--- src/rtl/rfile_write_buffer.sv ---
// rfile_write_buffer: in-order write FIFO feeding the register file write port,
// with two youngest-first forwarding lookups over all pending writes.
module rfile_write_buffer #(
  parameter int DEPTH  = 4,
  parameter int DATA_W = 8,
  parameter int ADDR_W = 3
) (
  input  logic                    clk,
  input  logic                    rst,
  input  logic                    in_valid,
  input  logic [ADDR_W-1:0]       in_reg,
  input  logic [DATA_W-1:0]       in_data,
  output logic                    in_ready,
  input  logic                    drain_en,
  output logic                    RegWrite,
  output logic [ADDR_W-1:0]       WriteReg,
  output logic [DATA_W-1:0]       WriteData,
  input  logic [ADDR_W-1:0]       fwd_reg_a,
  input  logic [ADDR_W-1:0]       fwd_reg_b,
  output logic                    fwd_hit_a,
  output logic                    fwd_hit_b,
  output logic [DATA_W-1:0]       fwd_data_a,
  output logic [DATA_W-1:0]       fwd_data_b,
  output logic [$clog2(DEPTH):0]  count,
  output logic                    empty
);

  localparam int PW = $clog2(DEPTH);
  localparam int CW = PW + 1;

  logic [ADDR_W-1:0] mem_reg  [DEPTH];
  logic [DATA_W-1:0] mem_data [DEPTH];
  logic [PW-1:0]     head;
  logic [PW-1:0]     tail;
  logic              push;
  logic              pop;

  assign in_ready = rst & (count < CW'(DEPTH));
  assign push     = in_valid & in_ready;
  assign pop      = drain_en & (count != '0);
  assign empty    = (count == '0) & ~RegWrite;

  // Port register is oldest, buffer entries scanned oldest to newest so
  // the last match (the youngest pending write) wins.
  function automatic logic [DATA_W:0] lookup(input logic [ADDR_W-1:0] r);
    logic [DATA_W:0] res;
    logic [PW-1:0]   idx;
    res = '0;
    if (RegWrite && WriteReg == r)
      res = {1'b1, WriteData};
    for (int i = 0; i < DEPTH; i++) begin
      idx = head + PW'(i);
      if (CW'(i) < count && mem_reg[idx] == r)
        res = {1'b1, mem_data[idx]};
    end
    return res;
  endfunction

  // FIFO pointers, occupancy and the registered write port.
  always_ff @(posedge clk) begin
    if (!rst) begin
      count     <= '0;
      head      <= '0;
      tail      <= '0;
      RegWrite  <= 1'b0;
      WriteReg  <= '0;
      WriteData <= '0;
    end else begin
      RegWrite <= pop;
      if (push) begin
        mem_reg[tail]  <= in_reg;
        mem_data[tail] <= in_data;
        tail           <= tail + 1'b1;
      end
      if (pop) begin
        WriteReg  <= mem_reg[head];
        WriteData <= mem_data[head];
        head      <= head + 1'b1;
      end
      unique case ({push, pop})
        2'b10:   count <= count + 1'b1;
        2'b01:   count <= count - 1'b1;
        default: ;
      endcase
    end
  end

  // Forwarding looks only at registered state; requests are not bypassed.
  always_comb begin
    {fwd_hit_a, fwd_data_a} = lookup(fwd_reg_a);
    {fwd_hit_b, fwd_data_b} = lookup(fwd_reg_b);
  end

endmodule

--- config.mk ---
export PLATFORM = sky130hd
export DESIGN_NAME = rfile_write_buffer
export DESIGN_NICKNAME = d
export VERILOG_FILES = /design/src/rtl/rfile_write_buffer.sv
export SDC_FILE = /design/constraint.sdc
export NUM_CORES = 1
export LEC_CHECK = 0
export CORE_MARGIN = 4
export CORE_UTILIZATION = 45
export CTS_BUF_LIST = sky130_fd_sc_hd__clkbuf_8
export CTS_CLUSTER_SIZE = 28
export DETAILED_ROUTE_END_ITERATION = 16
export DONT_BUFFER_PORTS = 1
export HOLD_SLACK_MARGIN = 0.06
export PLACE_DENSITY = 0.56
export SLEW_MARGIN = 10
export SYNTH_ARGS = -nofsm -noshare
export SYNTH_HDL_FRONTEND = slang
export SYNTH_SLANG_ARGS = --single-unit
--- constraint.sdc ---
create_clock -name clk -period 8.67 [get_ports clk]
set_clock_uncertainty 0.15 [all_clocks]
set_input_delay 1.734 -clock clk [delete_from_list [all_inputs] [get_ports clk]]
set_output_delay 1.734 -clock clk [all_outputs]
set_load 0.005 [all_outputs]
==> impl_metrics.tcl <==
set metrics [dict create \
    die_h_um 109 \
    cp_num_cells 5 \
    met1_length_um 5550 \
    endpoint "fwd_data_b[2]" \
    cts_resized 0 \
    synthTopCellsByCount "89 x nand2_1, 44 x edfxtp_1, 33 x mux2i_1" \
    max-slew-margin-rel_pct 28.8 \
    finalSetupTns_ns 0 \
    critical_path_buf_inv_count 0 \
    synth_area_sq_mm 0.00463 \
    grt_pass1_vias 3228 \
    reg2reg_depth 8 \
    place_ws_ns 3.46 \
    dr_wl_met3_um 851 \
    fp.coreArea_sq_mm 0.00991 \
    cp.arrival_ns 3.53 \
    drc 0 \
    yosysSeqAreaShare_pct 37.6 \
    finalCriticalPeriod_ns 5.42 \
    required_ns 6.79 \
    maxCapViolCount 0 \
    post-route-period-util_pct 62.5 \
    grt_pass1_wl_um 18100 \
    synth_warnings 0 \
    drt_iter0_drc 236 \
    synth.most_common_cell "nand2_1" \
    max-vdd-ir-drop_mv 0.0910 \
    fmax_mhz 185 \
    met2_length_um 4670 \
    die_x_um 109 \
    drt_wl_total_um 11200 \
    routedWlPerCell_um 20.0 \
    path_clk_slew_ns 0.08 \
    vias 3279 \
    syn_nets 464 \
    ff2ff_setup_slack_ns 5.72 \
    cp-startpoint "head[0]" \
    setup_slack_ns 3.25 \
    rows 36 \
    track_usage_pct 20.1 \
    htree_levels 3 \
    cts_root_buffer "clkbuf_8" \
    ys.flop_type "edfxtp_1" \
    crit_type "reg2out" \
    synth_edf_count 44 \
    fin_nets 454 \
    initial_core_util_pct 46.7 \
    yosys-top-cells-area "edfxtp_1 29%, dfxtp_1 9.1%, nand2_1 7.2%" \
    synth_top_cell_by_area "edfxtp_1" \
    place_inst 546 \
    via_per_inst 5.83 \
    cts_buffers 9 \
    r2r-end "count[2]" \
    hp-class "reg2reg" \
    finalMaxSlewViolations 0 \
    worstMarginPinSlew_ns 1.06 \
    crit_slowest_cell "dfxtp_2" \
    ioPinCount 56 \
    syn_avg_cell_area_sq_um 10.7 \
    syn_to_final_growth_pct 4.92 \
    crit_family "flip-flops" \
    cts_tree "built" \
    power_mw 1.15 \
    final_core_util_pct 49.0 \
    grt_overflow 0 \
    holdBufCountCts 0 \
    r2r-start "count[0]" \
    dp_hpwl_um 8670 \
    antenna_found_initial 0 \
    drive_gt1_share_pct 15.4 \
    leakage_nw 1.79 \
    yosys_register_bits 65 \
    ant_nets 0 \
    dieArea_sq_mm 0.0120 \
    port_buffers 0 \
    setup_viol 0 \
    instances_no_fill 562 \
    power.density_mw_per_mm2 236 \
    maxUsedRoutingLayer "met4" \
    cp-start-kind "register" \
    cpPeakStageDelay_ns 0.98 \
    synth_top_area_share_pct 28.6 \
    hold_viol_final 0 \
    cts_setup_buffers 0 \
    clock_sinks 65 \
    synth_cell_types 40 \
    num_antenna_cells 0 \
    first_pass_iters 4 \
    critPathCaptureType "output port" \
    async_reset_ff_share_pct 0 \
    rsz0062_at_grt "no" \
    clock_latency_ns 0.35 \
    status "finished, final reports clean" \
    syn-instance-count 434 \
    grt_max_degree 36 \
    place.gp.congestion 0.936 \
    ctsLongestPathBuffers 2 \
    path_max_fanout 35 \
    crit_chain "mux4_2, xor2_1, nor3_1, a21boi_0, a31o_1" \
    largest_register_ffs 32 \
    num-fill-cells 896 \
]
power breakdown:
part	switching [mW]	internal [mW]
clock network	0.127	0.103
logic	0.258	0.213
registers	0.0807	0.365
total	0.465	0.681
cells by family (layout without fill, tap and decap cells):
logic type	Yosys count	count (layout)	share of synthesized area, %
AOI/OAI and AO/OA	73	73	12.5
xor gates and xnor gates	37	37	7.00
adders and majority gates	9	9	2.43
buffers and inverters	34	29	3.92
DFF	65	65	37.6
muxes	64	64	20.8
and+or+nand+nor	152	152	15.7
cell usage in the layout (no fill, tap or decap), drive strengths merged, types with 12 or more instances in the layout:
| cell type | count |
|---|---|
| nand2 | 89 |
| edfxtp | 44 |
| mux2i | 33 |
| mux4 | 22 |
| xor2 | 21 |
| dfxtp | 21 |
| xnor2 | 16 |
| a221o | 16 |
| or2 | 15 |
| a41o | 15 |
| a21boi | 13 |
| nor2 | 13 |
| a21oi | 12 |
worst min path at each step:
stage | start | to | cells past startpoint
after floorplan | tail[1] | tail[1] | 2
after global placement | tail[1] | tail[1] | 2
after detailed placement | tail[1] | tail[1] | 2
after CTS | tail[1] | tail[1] | 2
after global routing | tail[1] | tail[1] | 2
final | tail[1] | tail[1] | 2
per-layer routing:
| metal | GRT usage, % | up-vias |
|---|---|---|
| met5 | 0 | - |
| met4 | 6.14 | 0 |
| met3 | 4.93 | 12 |
| met2 | 28.9 | 106 |
| met1 | 29.7 | 1566 |
| li1 | - | 1595 |
cell type report:
| cell class | count | area [sq um] | area share [%] |
|---|---|---|---|
| clock inverters | 7 | 46.3 | 0.954 |
| repair buffers | 5 | 37.5 | 0.773 |
| inverters | 8 | 30.0 | 0.619 |
| multi-input cells | 335 | 2710 | 55.8 |
| well taps | 133 | 166 | 3.43 |
| clock buffers | 9 | 124 | 2.55 |
| flip-flops and latches | 65 | 1740 | 35.9 |
through the flow:
step           area, sq um  hold slack [ns]
6_report              4850            0.356
3_3_place_gp          4680            0.339
4_1_cts               4850            0.362
2_1_floorplan         4630            0.319
3_5_place_dp          4680            0.350
5_1_grt               4850            0.413
tightest hold or removal path: stages (launching register included):
cell and delay [ns]:
dfxtp_1 0.34, nand2_1 0.06, o21ai_0 0.06
(Power assumes the default switching activity.)
